`src/rtl/mac_result_collector.sv`:
```
// Collects results from the 3-stage multiply-add pipeline into a FWFT FIFO with sticky overflow.
// Optional running accumulator of aligned results enabled by defining MAC_COLLECT_ACCUM_EN.
module mac_result_collector #(
    parameter int unsigned OUT_WIDTH = 16,
    parameter int unsigned LATENCY   = 3,
    parameter int unsigned DEPTH     = 8,
    parameter int unsigned ACC_WIDTH = 24
) (
    input  logic                       clk,
    input  logic                       reset,
    input  logic                       issue_valid,
    input  logic [OUT_WIDTH-1:0]       data_in,
    output logic [OUT_WIDTH-1:0]       out_data,
    output logic                       out_valid,
    input  logic                       out_ready,
    output logic [$clog2(DEPTH+1)-1:0] count,
    output logic                       overflow,
    input  logic                       acc_clear,
    output logic [ACC_WIDTH-1:0]       acc_out
);

    localparam int unsigned PTR_W = (DEPTH > 1) ? $clog2(DEPTH) : 1;
    localparam int unsigned CNT_W = $clog2(DEPTH + 1);

    logic [LATENCY-1:0]   vld;
    logic                 aligned_valid_c;
    logic                 rd_en_c;
    logic                 wr_en_c;
    logic                 drop_c;
    logic [CNT_W-1:0]     count_nxt_c;
    logic [PTR_W-1:0]     wr_ptr;
    logic [PTR_W-1:0]     rd_ptr;
    logic [OUT_WIDTH-1:0] mem [DEPTH];

    // Valid delay line matching the MAC pipeline depth
    generate
        if (LATENCY == 1) begin : g_vld_one
            always_ff @(posedge clk or posedge reset) begin
                if (reset) vld <= '0;
                else       vld <= issue_valid;
            end
        end else begin : g_vld_shift
            always_ff @(posedge clk or posedge reset) begin
                if (reset) vld <= '0;
                else       vld <= {vld[LATENCY-2:0], issue_valid};
            end
        end
    endgenerate

    assign aligned_valid_c = vld[LATENCY-1];

    // A pop frees a slot in the same cycle, so a full FIFO still accepts a write when read
    always_comb begin
        rd_en_c     = out_valid & out_ready;
        wr_en_c     = aligned_valid_c & ((count != CNT_W'(DEPTH)) | rd_en_c);
        drop_c      = aligned_valid_c & (count == CNT_W'(DEPTH)) & ~rd_en_c;
        count_nxt_c = count;
        if (wr_en_c && !rd_en_c)      count_nxt_c = count + CNT_W'(1);
        else if (rd_en_c && !wr_en_c) count_nxt_c = count - CNT_W'(1);
    end

    always_ff @(posedge clk or posedge reset) begin
        if (reset) begin
            wr_ptr    <= '0;
            rd_ptr    <= '0;
            count     <= '0;
            out_valid <= 1'b0;
            overflow  <= 1'b0;
        end else begin
            if (wr_en_c) wr_ptr <= wr_ptr + PTR_W'(1);
            if (rd_en_c) rd_ptr <= rd_ptr + PTR_W'(1);
            count     <= count_nxt_c;
            out_valid <= (count_nxt_c != '0);
            if (drop_c) overflow <= 1'b1;
        end
    end

    // Storage carries no reset; contents are don't-care while empty
    always_ff @(posedge clk) begin
        if (wr_en_c) mem[wr_ptr] <= data_in;
    end

    assign out_data = mem[rd_ptr];

`ifdef MAC_COLLECT_ACCUM_EN
    logic [ACC_WIDTH-1:0] acc;

    // Dropped results are still summed; clear with a concurrent result restarts from that result
    always_ff @(posedge clk or posedge reset) begin
        if (reset) begin
            acc <= '0;
        end else if (acc_clear && aligned_valid_c) begin
            acc <= ACC_WIDTH'(data_in);
        end else if (acc_clear) begin
            acc <= '0;
        end else if (aligned_valid_c) begin
            acc <= acc + ACC_WIDTH'(data_in);
        end
    end

    assign acc_out = acc;
`else
    logic acc_clear_unused;

    assign acc_clear_unused = acc_clear;
    assign acc_out          = '0;
`endif

endmodule
```
`config.mk`:
```
export PLATFORM = sky130hd
export DESIGN_NAME = mac_result_collector
export DESIGN_NICKNAME = d
export VERILOG_FILES = /design/src/rtl/mac_result_collector.sv
export SDC_FILE = /design/constraint.sdc
export NUM_CORES = 1
export LEC_CHECK = 0
export ABC_AREA = 1
export BUFFER_PORTS_ARGS = -buffer_cell sky130_fd_sc_hd__buf_2
export CORE_ASPECT_RATIO = 1.25
export CORE_MARGIN = 5
export CORE_UTILIZATION = 58
export CTS_CLUSTER_DIAMETER = 100
export DETAILED_ROUTE_END_ITERATION = 12
export HOLD_SLACK_MARGIN = 0.12
export PLACE_DENSITY = 0.83
export SYNTH_ARGS = -nofsm -noshare
export SYNTH_HDL_FRONTEND = slang
export SYNTH_SLANG_ARGS = --single-unit
```
`constraint.sdc`:
```
create_clock -name clk -period 2.7 [get_ports clk]
set_clock_uncertainty 0.15 [all_clocks]
set_input_delay 0 -clock clk [delete_from_list [all_inputs] [get_ports clk]]
set_output_delay 0 -clock clk [all_outputs]
set_load 0.01 [all_outputs]
```
==> flow_summary.json, run 1 <==
{
  "status": "complete, no violations",
  "slew_viol_final": 0,
  "ys_types": 28,
  "die-area_um2": 12670,
  "dp_cells": 679,
  "slowest_delay_ns": 0.47,
  "critical_path.cell_chain": "buf_4, buf_4, nor2_1, nor2_1, o21ai_1, o21ai_1, nand2_1, nand2_1, buf_2",
  "finalPower_mw": 8.170,
  "final_util_pct": 70.08,
  "synth.cell_area_um2": 6096,
  "grt_max_degree": 67,
  "drc": 0,
  "relSlewSlack_pct": 56.04,
  "setup_viol": 0,
  "pre_cts_ws_ns": 0.5220,
  "post_cts_buffers": 0,
  "ys_seq_elements": 143,
  "startpoint_type": "flip-flop",
  "ys_warn_count": 0,
  "path_class": "reg -> out",
  "ys_seq_area_share_pct": 69.21,
  "grt_pass1_wl_mm": 19.61,
  "die_h_um": 124.6,
  "cts_buffers": 17,
  "io_buffers": 41,
  "postRouteAntennaNets": 0,
  "drive_gt1_share_pct": 15.78,
  "timing.final.crit_share_pct": 86.82,
  "firstDrtPassIters": 5,
  "areaGrowthSynthToFinish_pct": 17.36,
  "gr-total-overflow": 0,
  "crit_buf_inv": 3,
  "fill_cells": 635,
  "rsz0062_at_grt": "no",
  "routabilityCongestion": 0.8184,
  "dp.final_hpwl_mm": 6.772,
  "p_per_area_nw_per_um2": 1142,
  "route.vias.total": 4052,
  "initial_utilization_pct": 59.71,
  "critPathRequiredTime_ns": 2.55,
  "numClockSinks": 143,
  "power.leakage_nw": 2.747,
  "insertion_delay_ns": 0.41,
  "drv_cap": 0,
  "post_drt_wl_per_cell_um": 16.86,
  "clkSlewWorstSetupHoldPaths_ns": 0.05,
  "die_w_um": 101.7,
  "grt_pass1_vias": 4011,
  "drt_iter0_markers": 437,
  "hold_path_class": "reg -> reg",
  "worstPathArrival_ns": 2.19,
  "cp_top_family": "buffers and inverters",
  "antenna_cells": 0,
  "nets": 616,
  "hold_violations": 0,
  "syn_avg_cell_area_um2": 11.70,
  "clk_path_buf_depth": 2,
  "antenna_found_initial": 0,
  "std_cell_rows": 41,
  "coreArea_um2": 10210,
  "grtUsageTotal_pct": 20.55,
  "fmax_ghz": 0.4266,
  "cp_slowest_cell": "buf_4",
  "path_max_fanout": 46,
  "synthCells": 521,
  "ir_drop_mv": 0.7427,
  "htree_num_levels": 4,
  "via_per_inst": 5.543,
  "routed_wl_mm": 12.33,
  "worst_slack_ns": 0.3558,
  "tightestPinTransition_ns": 0.6553,
  "clk_root_buffer_cell": "clkbuf_16",
  "tns_ns": 0,
  "cp-end-kind": "output port",
  "layout_min_cycle_time_ns": 2.344,
  "io_pins": 67,
  "cts_tree": "built",
  "fin_cells": 731
}
## stage by stage
stage                     area (µm²)  hold WS (ns)
after global placement          6320      -0.08943
after detailed placement        6320      -0.06080
after CTS                       7154        0.2095
final                           7154        0.2068
after global routing            7154        0.2137
after floorplan                 6182       -0.2485
## sequential cells by signal (all words and copies together) (netlist names)
register and flops:
wr_ptr 3, rd_ptr 3, vld 3, out_valid 1
overflow 1, count 4, mem 128
## per-layer routing
metal / up-vias / track usage, % / part of all wire, %
li1: 1878 / - / -
met2: 187 / 34.44 / 52
met1: 1954 / 24.27 / 38
met4: 0 / 9.155 / 3.0
met5: - / 0 / 0
met3: 33 / 5.826 / 7.4
## logic make-up after synthesis
kind of cell    Yosys count  share of synthesized area (%)
compound gates          100                          8.313
xor+xnor                  5                         0.7184
other cells               1                        0.06152
simple gates            202                          14.00
buf+inv                  65                          6.671
fa+ha+maj                 5                          1.026
flops                   143                          69.21
## synthesized netlist by cell type
cell | n | area share (%)
edfxtp_1 | 128 | 63
nor2_1 | 104 | 6.4
nand2_1 | 79 | 4.9
o21ai_1 | 57 | 4.7
o21ai_0 | 40 | 3.3
buf_4 | 27 | 3.3
dfrtp_1 | 15 | 6.2
buf_2 | 13 | 1.1
inv_1 | 13 | 0.80
buf_6 | 6 | 1.1
nand3_1 | 6 | 0.49
ha_1 | 5 | 1.0
nor2_2 | 4 | 0.41
xor2_1 | 4 | 0.57
clkbuf_1 | 3 | 0.18
inv_2 | 2 | 0.12
nand2_4 | 2 | 0.37
nand3_4 | 2 | 0.57
nand4_1 | 2 | 0.21
a21oi_1 | 1 | 0.082
a21oi_2 | 1 | 0.14
clkinv_1 | 1 | 0.062
conb_1 | 1 | 0.062
nand4_4 | 1 | 0.35
nor2_4 | 1 | 0.18
o21bai_1 | 1 | 0.12
or2_4 | 1 | 0.14
xnor2_1 | 1 | 0.14
## cells in the final DEF, fill, tap and decap left out
master,synthesis,routed
inv_6,0,1
nand4_1,2,2
edfxtp_1,128,128
o21ai_0,40,40
clkbuf_16,0,17
a21oi_2,1,1
or2_4,1,1
bufinv_16,0,5
inv_1,13,13
inv_2,2,2
o21ai_1,57,57
dfrtp_1,15,15
clkinv_4,0,1
xor2_1,4,4
nor2_2,4,4
buf_12,0,1
nor2_4,1,1
buf_4,27,13
o21bai_1,1,1
nand3_4,2,2
clkinvlp_4,0,1
nand2_1,79,79
buf_2,13,41
nand2_4,2,2
nand4_4,1,1
conb_1,1,24
xnor2_1,1,1
clkinv_1,1,4
ha_1,5,5
clkbuf_1,3,2
clkinv_2,0,1
nand3_1,6,6
nor2_1,104,104
dlygate4sd3_1,0,21
a21oi_1,1,1
## area by class of cell
type                       count  area (µm²)  share of cell area [%]
multi-input combinational    336        1556                   21.76
inverter                      16       60.06                  0.8395
clock inverter                12       191.4                   2.676
clock buffer                  19       432.9                   6.051
sequential                   143        4219                   58.97
tap                          129       161.4                   2.256
timing repair buffer          76       533.0                   7.450
## power by group
| part | switching, mW | leakage [nW] | internal, mW |
|---|---|---|---|
| Combinational | 1.87 | 1.11 | 0.915 |
| Clock | 0.817 | 0.300 | 1.62 |
| Sequential | 0.148 | 1.33 | 2.79 |
| Total | 2.84 | 2.75 | 5.33 |
## path summary, 6_finish.rpt
kind                                            start             endpoint  slack, ns  cells past startpoint
worst max-delay path            rd_ptr[0]$_DFFE_PP0N_         out_data[14]       0.36                      9
worst min-delay path                 vld[1]$_DFF_PP0_     vld[2]$_DFF_PP0_       0.21                      0
worst max register to register     count[0]$_DFF_PP0_  mem[2][1]$_DFFE_PP_       0.50                      7
worst min register to register       vld[1]$_DFF_PP0_     vld[2]$_DFF_PP0_       0.21                      0
max in group asynchronous                       reset   count[3]$_DFF_PP0_       1.42                      4
min in group asynchronous                       reset   count[2]$_DFF_PP0_       0.60                      4
## what timing repair did
action                    in CTS  in global routing
hold buffers                  21                  0
gates resized for setup        0                  0
hold endpoints to repair     156                  0
Power figures use the tool's default switching activity.
==> inputs of run 2 (changes only) <==
--- a/config.mk
+++ b/config.mk
@@ -9,11 +9,12 @@
 export BUFFER_PORTS_ARGS = -buffer_cell sky130_fd_sc_hd__buf_2
 export CORE_ASPECT_RATIO = 1.25
 export CORE_MARGIN = 5
-export CORE_UTILIZATION = 58
+export CORE_UTILIZATION = 61
+export CTS_BUF_LIST = sky130_fd_sc_hd__clkbuf_4
 export CTS_CLUSTER_DIAMETER = 100
 export DETAILED_ROUTE_END_ITERATION = 12
 export HOLD_SLACK_MARGIN = 0.12
-export PLACE_DENSITY = 0.83
+export PLACE_DENSITY_LB_ADDON = 0.3
 export SYNTH_ARGS = -nofsm -noshare
 export SYNTH_HDL_FRONTEND = slang
 export SYNTH_SLANG_ARGS = --single-unit
==> constraint.sdc (replaced) <==
create_clock -name clk -period 2.7 [get_ports clk]
set_clock_uncertainty 0.15 [all_clocks]
set_input_delay 0.54 -clock clk [delete_from_list [all_inputs] [get_ports clk]]
set_output_delay 0.54 -clock clk [all_outputs]
set_load 0.01 [all_outputs]
==> run 2 against run 1 <==
Worst setup slack got worse by 0.22 ns. Sequential share of layout area increased by 2.2 points. Via count shrank 4.3%. Clock-buffer cell count down 1. Sequential cell count is the same. Fmax fell by 8.5%. Register-to-register slack got worse by 0.14 ns. Total power down 13%. Global-route usage shrank 0.46 points. Routed wire length decreased by 5.6%. Die area shrank 4.5%. Sequential power barely moved. Critical path type unchanged. Critical endpoint is now out_data[15].
==> flow_summary.json, run 2 (same netlist as run 1, synthesis figures left out) <==
{
  "hold_path_class": "reg -> reg",
  "path_class": "reg -> out",
  "route.vias.total": 3877,
  "clkSlewWorstSetupHoldPaths_ns": 0.11,
  "clk_path_buf_depth": 2,
  "final_util_pct": 71.10,
  "htree_num_levels": 4,
  "pre_cts_ws_ns": 0.3682,
  "hold_path.startpoint": "vld[1]$_DFF_PP0_",
  "cts_buffers": 17,
  "timing.final.crit_share_pct": 94.91,
  "largest_reg_flops": 128,
  "grtUsageTotal_pct": 20.09,
  "die_w_um": 99.41,
  "final_common_cell": "edfxtp_1",
  "routabilityCongestion": 0.8301,
  "reg2reg_from": "count[0]$_DFF_PP0_",
  "gr-total-overflow": 0,
  "coreArea_um2": 9709,
  "initial_utilization_pct": 62.78,
  "areaGrowthSynthToFinish_pct": 13.24,
  "hold_depth": 0,
  "reg2reg_depth": 7,
  "fill_cells": 677,
  "status": "complete, no violations",
  "antenna_cells": 0,
  "worstPathArrival_ns": 1.87,
  "layout_min_cycle_time_ns": 2.563,
  "startpoint_type": "flip-flop",
  "startpoint": "rd_ptr[0]$_DFFE_PP0N_",
  "hold_violations": 0,
  "cp-end-kind": "output port",
  "cts_tree": "built",
  "critPathRequiredTime_ns": 2.01,
  "worst_slack_ns": 0.1375,
  "dp_cells": 683,
  "nets": 622,
  "routed_wl_mm": 11.64,
  "relSlewSlack_pct": 61.11,
  "drv_cap": 0,
  "placed_cell_area_um2": 6407,
  "dp.final_hpwl_mm": 7.046,
  "drive_gt1_share_pct": 18.23,
  "setup_viol": 0,
  "die-area_um2": 12100,
  "drc": 0,
  "final_area_um2": 6903,
  "die_h_um": 121.8,
  "grt_pass1_vias": 3727,
  "numClockSinks": 143,
  "regArea_um2": 4220,
  "io_buffers": 41,
  "via_per_inst": 5.275,
  "p_per_area_nw_per_um2": 1027,
  "clk_root_buffer_cell": "clkbuf_4",
  "finalPower_mw": 7.087,
  "fin_cells": 735,
  "drt_iter0_markers": 307,
  "io_pins": 67,
  "multi_input_area_um2": 1559,
  "grt_pass1_wl_mm": 18.27,
  "final_cell_mix": "edfxtp_1, nor2_1, nand2_1",
  "tns_ns": 0,
  "rsz0062_at_grt": "yes",
  "whs_ns": 0.2100,
  "post_drt_wl_per_cell_um": 15.84,
  "insertion_delay_ns": 0.53,
  "ir_drop_mv": 0.7493,
  "power.leakage_nw": 2.632,
  "postRouteAntennaNets": 0,
  "largestRegisters": "mem (128), count (4)",
  "firstDrtPassIters": 4,
  "regMostFlops": "mem",
  "antenna_found_initial": 0,
  "fmax_ghz": 0.3902,
  "path_max_fanout": 48,
  "slew_viol_final": 0,
  "std_cell_rows": 40,
  "tightestPinTransition_ns": 0.5827,
  "grt_max_degree": 49
}
## run 2: changes by cell type in the layout (fill, tap and decap cells not counted), moves of 3 or more
cell           previous run  this run
clkbuf_16                17         0
bufinv_16                 5         2
buf_4                    13        17
clkinvlp_4                1         5
buf_12                    1         5
clkbuf_4                  0        18
dlygate4sd3_1            21        18
## run 2: final cells by class
cell class | instances | share of cell area, %
Clock inverter | 14 | 2.066
Sequential cell | 143 | 61.14
Tap cell | 126 | 2.284
Clock buffer | 18 | 1.958
Inverter | 16 | 0.9244
Multi-Input combinational cell | 336 | 22.58
Timing Repair Buffer | 82 | 9.045
## run 2: path summary, 6_finish.rpt
| kind | end | slack (ns) |
|---|---|---|
| max in group asynchronous | rd_ptr[0]$_DFFE_PP0N_ | 1.53 |
| setup / recovery | out_data[15] | 0.14 |
| hold reg to reg | vld[2]$_DFF_PP0_ | 0.21 |
| hold / removal | vld[2]$_DFF_PP0_ | 0.21 |
| min in group asynchronous | wr_ptr[2]$_DFFE_PP0P_ | 0.45 |
| setup reg to reg | mem[4][10]$_DFFE_PP_ | 0.36 |
## run 2: repair_timing
item	in CTS	in global routing
setup endpoints to repair	4	15
hold buffers	18	0
setup buffers	0	2
endpoints found under the hold margin	144	0
gates resized for setup	1	5
## run 2: per-layer routing
| layer | vias up | GRT usage, % | wire [µm] |
|---|---|---|---|
| li1 | 1896 | - | - |
| met1 | 1833 | 24.97 | 4427 |
| met2 | 130 | 34.03 | 6168 |
| met3 | 18 | 4.296 | 848 |
| met4 | 0 | 8.711 | 197 |
| met5 | - | 0 | 0 |
## run 2: critical path, stage by stage (launching register included)
cell and delay, ns:
dfrtp_2 0.48, inv_2 0.10, buf_12 0.23, nor2_1 0.08, o21ai_1 0.15, nand2_1 0.10, nand2_1 0.07, buf_2 0.12
## run 2: power by group
group	switching (mW)	total (mW)	internal, mW
Combinational	1.80	2.83	1.02
Clock	0.750	1.31	0.557
Sequential	0.165	2.95	2.79
